$ cat src/rtl/ram_pkg.sv
// Shared types and parameter checks for the bypass simple-dual-port RAM.
package ram_pkg;

  typedef enum logic {
    RAM_INIT  = 1'b0,
    RAM_READY = 1'b1
  } ram_state_t;

  // Only one- and two-cycle read pipelines are implemented.
  function automatic bit latency_legal(input int unsigned lat);
    return (lat == 32'd1) || (lat == 32'd2);
  endfunction

endpackage

$ cat src/rtl/sdp_ram_core.sv
// Behavioural byte-enable simple-dual-port array, read-first registered read port.
module sdp_ram_core #(
  parameter int unsigned DATA_WIDTH = 32,
  parameter int unsigned DEPTH      = 128,
  parameter int unsigned BYTE_WIDTH = 8,
  localparam int unsigned ADDR_W    = $clog2(DEPTH),
  localparam int unsigned NB        = DATA_WIDTH / BYTE_WIDTH
) (
  input  logic                  clk,
  input  logic                  we_i,
  input  logic [ADDR_W-1:0]     waddr_i,
  input  logic [NB-1:0]         wbe_i,
  input  logic [DATA_WIDTH-1:0] wdata_i,
  input  logic                  re_i,
  input  logic [ADDR_W-1:0]     raddr_i,
  output logic [DATA_WIDTH-1:0] rdata_o
);

  logic [DATA_WIDTH-1:0] mem_q [DEPTH];
  logic [DATA_WIDTH-1:0] rdata_q;

  // No reset on the array so it maps onto RAM primitives.
  always_ff @(posedge clk) begin
    if (we_i) begin
      for (int unsigned i = 0; i < NB; i++) begin
        if (wbe_i[i]) begin
          mem_q[waddr_i][i*BYTE_WIDTH +: BYTE_WIDTH] <= wdata_i[i*BYTE_WIDTH +: BYTE_WIDTH];
        end
      end
    end
    if (re_i) begin
      rdata_q <= mem_q[raddr_i];
    end
  end

  assign rdata_o = rdata_q;

endmodule

$ cat src/rtl/bypass_sdp_ram.sv
// SDP RAM wrapper: clear-sweep FSM, write-first collision bypass and optional
// output register around a read-first array core.
module bypass_sdp_ram
  import ram_pkg::*;
#(
  parameter int unsigned           DATA_WIDTH = 32,
  parameter int unsigned           DEPTH      = 128,
  parameter int unsigned           BYTE_WIDTH = 8,
  parameter int unsigned           LATENCY    = 1,
  parameter bit                    INIT_CLEAR = 1'b1,
  parameter logic [DATA_WIDTH-1:0] INIT_VALUE = '0,
  localparam int unsigned          ADDR_W     = $clog2(DEPTH),
  localparam int unsigned          NB         = DATA_WIDTH / BYTE_WIDTH
) (
  input  logic                  clk,
  input  logic                  rst_n,
  input  logic                  clear,
  output logic                  init_done,
  input  logic                  wen,
  input  logic [ADDR_W-1:0]     waddr,
  input  logic [NB-1:0]         wbe,
  input  logic [DATA_WIDTH-1:0] wdata,
  input  logic                  ren,
  input  logic [ADDR_W-1:0]     raddr,
  output logic [DATA_WIDTH-1:0] rdata,
  output logic                  rvalid
);

  if (!latency_legal(LATENCY)) begin : g_bad_latency
    $error("bypass_sdp_ram: LATENCY must be 1 or 2");
  end
  if ((DATA_WIDTH % BYTE_WIDTH) != 0) begin : g_bad_width
    $error("bypass_sdp_ram: DATA_WIDTH must be a multiple of BYTE_WIDTH");
  end

  localparam ram_state_t RST_STATE = INIT_CLEAR ? RAM_INIT : RAM_READY;

  ram_state_t            state_q, state_d;
  logic [ADDR_W-1:0]     cnt_q, cnt_d;
  logic                  init_done_q, init_done_d;

  logic                  wr_acc_c, rd_acc_c;
  logic                  core_we_c;
  logic [ADDR_W-1:0]     core_waddr_c;
  logic [NB-1:0]         core_wbe_c;
  logic [DATA_WIDTH-1:0] core_wdata_c;
  logic [DATA_WIDTH-1:0] core_rdata;

  logic [NB-1:0]         byp_mask_q, byp_mask_d;
  logic [DATA_WIDTH-1:0] byp_data_q;
  logic                  rvalid1_q;
  logic [DATA_WIDTH-1:0] merged_c;

  always_ff @(posedge clk or negedge rst_n) begin
    if (!rst_n) begin
      state_q     <= RST_STATE;
      cnt_q       <= '0;
      init_done_q <= !INIT_CLEAR;
    end else begin
      state_q     <= state_d;
      cnt_q       <= cnt_d;
      init_done_q <= init_done_d;
    end
  end

  // Sweep owns the write port in INIT; user traffic only passes in READY without clear.
  always_comb begin
    state_d      = state_q;
    cnt_d        = cnt_q;
    wr_acc_c     = 1'b0;
    rd_acc_c     = 1'b0;
    core_we_c    = 1'b0;
    core_waddr_c = waddr;
    core_wbe_c   = wbe;
    core_wdata_c = wdata;
    unique case (state_q)
      RAM_INIT: begin
        core_we_c    = 1'b1;
        core_waddr_c = cnt_q;
        core_wbe_c   = '1;
        core_wdata_c = INIT_VALUE;
        if (clear) begin
          cnt_d = '0;
        end else if (cnt_q == ADDR_W'(DEPTH - 1)) begin
          state_d = RAM_READY;
          cnt_d   = '0;
        end else begin
          cnt_d = cnt_q + ADDR_W'(1);
        end
      end
      RAM_READY: begin
        if (clear) begin
          state_d = RAM_INIT;
          cnt_d   = '0;
        end else begin
          wr_acc_c  = wen;
          rd_acc_c  = ren;
          core_we_c = wen;
        end
      end
    endcase
    init_done_d = (state_d == RAM_READY);
  end

  assign init_done = init_done_q;

  sdp_ram_core #(
    .DATA_WIDTH (DATA_WIDTH),
    .DEPTH      (DEPTH),
    .BYTE_WIDTH (BYTE_WIDTH)
  ) u_core (
    .clk     (clk),
    .we_i    (core_we_c),
    .waddr_i (core_waddr_c),
    .wbe_i   (core_wbe_c),
    .wdata_i (core_wdata_c),
    .re_i    (rd_acc_c),
    .raddr_i (raddr),
    .rdata_o (core_rdata)
  );

  assign byp_mask_d = (wr_acc_c && (waddr == raddr)) ? wbe : '0;

  // All-ones mask with zero data forces rdata to 0 out of reset despite the unreset core.
  always_ff @(posedge clk or negedge rst_n) begin
    if (!rst_n) begin
      byp_mask_q <= '1;
      byp_data_q <= '0;
      rvalid1_q  <= 1'b0;
    end else begin
      rvalid1_q <= rd_acc_c;
      if (rd_acc_c) begin
        byp_mask_q <= byp_mask_d;
        byp_data_q <= wdata;
      end
    end
  end

  always_comb begin
    merged_c = core_rdata;
    for (int unsigned i = 0; i < NB; i++) begin
      if (byp_mask_q[i]) begin
        merged_c[i*BYTE_WIDTH +: BYTE_WIDTH] = byp_data_q[i*BYTE_WIDTH +: BYTE_WIDTH];
      end
    end
  end

  if (LATENCY == 2) begin : g_lat2
    logic [DATA_WIDTH-1:0] rdata_q;
    logic                  rvalid2_q;

    always_ff @(posedge clk or negedge rst_n) begin
      if (!rst_n) begin
        rdata_q   <= '0;
        rvalid2_q <= 1'b0;
      end else begin
        rvalid2_q <= rvalid1_q;
        if (rvalid1_q) begin
          rdata_q <= merged_c;
        end
      end
    end

    assign rdata  = rdata_q;
    assign rvalid = rvalid2_q;
  end else begin : g_lat1
    assign rdata  = merged_c;
    assign rvalid = rvalid1_q;
  end

endmodule

$ cat config.mk
export PLATFORM = sky130hd
export DESIGN_NAME = bypass_sdp_ram
export DESIGN_NICKNAME = d
export VERILOG_FILES = /design/src/rtl/ram_pkg.sv /design/src/rtl/sdp_ram_core.sv /design/src/rtl/bypass_sdp_ram.sv
export SDC_FILE = /design/constraint.sdc
export NUM_CORES = 2
export LEC_CHECK = 0
export BUFFER_PORTS_ARGS = -buffer_cell sky130_fd_sc_hd__buf_2
export CAP_MARGIN = 20
export CORE_ASPECT_RATIO = 0.9
export CORE_MARGIN = 5
export CORE_UTILIZATION = 50
export DETAILED_ROUTE_END_ITERATION = 8
export HOLD_SLACK_MARGIN = 0.12
export PLACE_DENSITY = 0.65
export SLEW_MARGIN = 40
export SYNTH_ARGS = -nofsm -noshare
export SYNTH_HDL_FRONTEND = slang
export SYNTH_SLANG_ARGS = --single-unit
$ cat constraint.sdc
create_clock -name clk -period 7.5 [get_ports clk]
set_input_delay 1.5 -clock clk [delete_from_list [all_inputs] [get_ports clk]]
set_output_delay 1.5 -clock clk [all_outputs]
set_load 0.05 [all_outputs]
==> results by group <==
Logic synthesis
  – Syn Nets: 6,848
  – YS warnings: 0
  – Main synth FF type: edfxtp_1
  – Cells after Synth: 6,792
  – Mean cell area of the mapped netlist: 23.7 um2
  – Netlist cell types: 43
  – FFs w/ async S/R, synth: 0.0108
  – #FFs+latches synth: 4,173
  – EDFF count, synth: 4,128
  – Seq/Total Area, Yosys: 0.776
  – Synth Cell Area: 161,000 um2

Critical path
  – Critical path, cell by cell: buf_4 > inv_1 > o31ai_1 > nand2_2 > buf_4 > nor2_1
  – CP Class: flip-flop to flip-flop
  – Critical path's top delay family: simple AND/OR/NAND/NOR gates
  – Crit. End Element: flip-flop
  – Worst path required time: 8.01 ns
  – WP data arrival: 5.04 ns
  – Slowest-stage cell, CP: nand2_2
  – WP buf/inv: 3
  – Slowest stage delay, CP: 0.73 ns
  – Crit-path max FO: 47
  – Most used cell, CP: buf_4
  – Worst setup SP type: flip-flop

Final layout
  – Share of cells above drive strength 1: 0.337
  – Net count, final: 7,099
  – Fill count: 22.9k
  – Layout area overhead: 12.1%

Run status
  – Status: finished clean

Clock tree
  – Cts hold-fix bufs: 0
  – CTS clk-pin slew, worst paths: 0.06 ns
  – H-tree depth: 5
  – Clk_lat worst skew: 0.89 ns
  – Root buffer cell: clkbuf_16
  – Clock sinks: 4,173
  – Post-CTS sizing: 0
  – Max clock buf depth: 4
  – Post-CTS setup buffers: 0
  – TritonCTS clock tree: built
  – Cts bufs inserted: 399

Global routing
  – Largest net degree at the start of global routing: 105
  – Grt total ovfl: 0
  – Vias in the first global route: 74.0k
  – GRT Total Usage: 0.230
  – Global-route wire length before repair: 554,000 um
  – Initial antenna violation count: 29

Floorplanning
  – Row Count: 197
  – DIE AREA: 334,000 um2
  – Placeable Area: 320,000 um2
  – Initial Utilization: 0.503
  – Die width: 608 um
  – Ports: 89
  – Die Y-Extent: 548 um

STA
  – Slew @ Worst Pin: 1.00 ns
  – Final Slew Violations: 0
  – Final setup vio count: 0
  – Max Freq: 0.221 GHz
  – Hold Vio Cnt, Final: 0
  – RSZ-0062 raised after global routing: no
  – WHS: 0.475 ns
  – Crit path time final: 4.52 ns
  – TNS Setup: 0 ns
  – Max transition margin: 0.330
  – Final Skew: 0.0306 ns
  – Final period util: 0.603

Routing
  – Vias per cell: 6.30
  – DR WL/cell: 33.1 um
  – Drt pass-1 iters: 6
  – Post-route ant nets: 0
  – Vias post-DR: 73.4k
  – 1st-iter DRT viols: 9,133
  – Routed wire length: 385,000 um
  – # DRC: 0

Power and ir drop
  – Leak: 58.0 nW
  – Worst VDD drop: 0.199 mV
  – PD cells: 261 nW/um2

Place
  – Placer Congestion: 0.806
  – Detailed placement HPWL: 232,000 um
  – PortBufs: 88

Job
  – Max-cap violations: 0

Worst hold path
  – Hold Crit Class: flip-flop to flip-flop
==> layer usage <==
metal  global-route usage  part of all wire  up-vias
li1                     -                 -    29400
met1                0.340              0.40    39900
met2                0.359              0.48     3545
met3               0.0383             0.084      570
met4               0.0705             0.031       10
met5                    0           0.00017        -
==> cell usage after synthesis, types with 8 or more instances <==
cell type | n | area, um2
a21oi_1 | 9 | 45.0
and2_1 | 32 | 200
buf_1 | 62 | 233
buf_2 | 68 | 340
clkbuf_1 | 274 | 1030
dfrtp_1 | 41 | 1030
edfxtp_1 | 4128 | 124000
mux2_2 | 65 | 732
mux4_2 | 1344 | 30300
nand2_1 | 161 | 604
nand2b_1 | 10 | 62.6
nor2_1 | 520 | 1950
xor2_1 | 8 | 70.1
==> layout by cell type, fill, tap and decap left out, types with 8 or more instances in the layout <==
cell type	instances
and2_4	32
buf_12	35
buf_2	82
buf_4	112
buf_6	20
bufinv_16	40
clkbuf_1	85
clkbuf_16	411
clkinv_1	83
clkinv_2	68
clkinvlp_4	12
dfrtp_1	40
diode_2	15
edfxtp_1	4128
inv_6	11
mux2_2	65
mux4_2	1344
nand2_1	142
nand2_2	17
nand2b_1	10
nor2_1	326
nor2_2	194
xor2_1	8
==> final cells by class <==
class,count,area [um2],area share
Sequential cell,4173,125000,0.693
Multi-Input combinational cell,2205,35000,0.194
Clock buffer,496,10600,0.0587
Tap cell,4278,5350,0.0296
Timing Repair Buffer,257,2350,0.0130
Clock inverter,219,2110,0.0117
Antenna cell,15,37.5,0.000208
Inverter,7,28.8,0.000159
==> through the flow <==
stage | power, mW | instance area [um2] | setup WS (ns) | util | instances
2_1_floorplan | 27.1 | 161000 | 3.18 | - | 6792
3_5_place_dp | 27.8 | 167000 | 2.16 | 0.523 | 10900
5_1_grt | 48.5 | 181000 | 2.92 | 0.564 | 11600
4_1_cts | 47.4 | 180000 | 2.95 | 0.562 | 11600
6_report | 47.1 | 181000 | 2.98 | 0.564 | 11700
3_3_place_gp | 27.8 | 167000 | 2.23 | 0.521 | 10900
==> sequential cells by signal (all words and copies together) (netlist names) <==
signal	cells
cnt_q	7
byp_data_q	32
u_core.mem_q	4096
rvalid	1
init_done	1
u_core.rdata_o	32
byp_mask_q	4
==> report_power, final <==
group	internal, mW	leakage [nW]	switching [mW]
Sequential	25.3	40.3	0.0215
Combinational	0.882	11.5	1.09
Clock	11.4	6.21	8.44
==> final timing paths <==
path                                            startpoint                             end  slack [ns]  cells past startpoint
worst max-delay path                   init_done$_DFF_PN0_  u_core.mem_q[19][18]$_DFFE_PP_        2.98                      6
worst min-delay path            byp_data_q[30]$_DFFE_PN0P_      byp_data_q[30]$_DFFE_PN0P_        0.47                      2
worst max register to register         init_done$_DFF_PN0_  u_core.mem_q[19][18]$_DFFE_PP_        2.98                      6
worst min register to register  byp_data_q[30]$_DFFE_PN0P_      byp_data_q[30]$_DFFE_PN0P_        0.47                      2
max in group asynchronous                            rst_n             init_done$_DFF_PN0_        6.41                      1
min in group asynchronous                            rst_n      byp_data_q[27]$_DFFE_PN0P_        0.63                      1
==> tightest hold or removal path, cell delays in order, from the launching register on <==
cell     delay, ns
dfrtp_1       0.34
nand2_1       0.05
nand2_1       0.06
==> logic make-up after synthesis <==
logic type / count (synthesis) / synth area share
flops: 4173 / 0.776
mux: 1411 / 0.193
simple gates: 752 / 0.0188
buf+inv: 414 / 0.0103
compound gates: 31 / 0.00128
xor+xnor: 10 / 0.000544
fa+ha+maj: 1 / 0.0000777
Note: power is estimated with default switching activity, not from simulation.
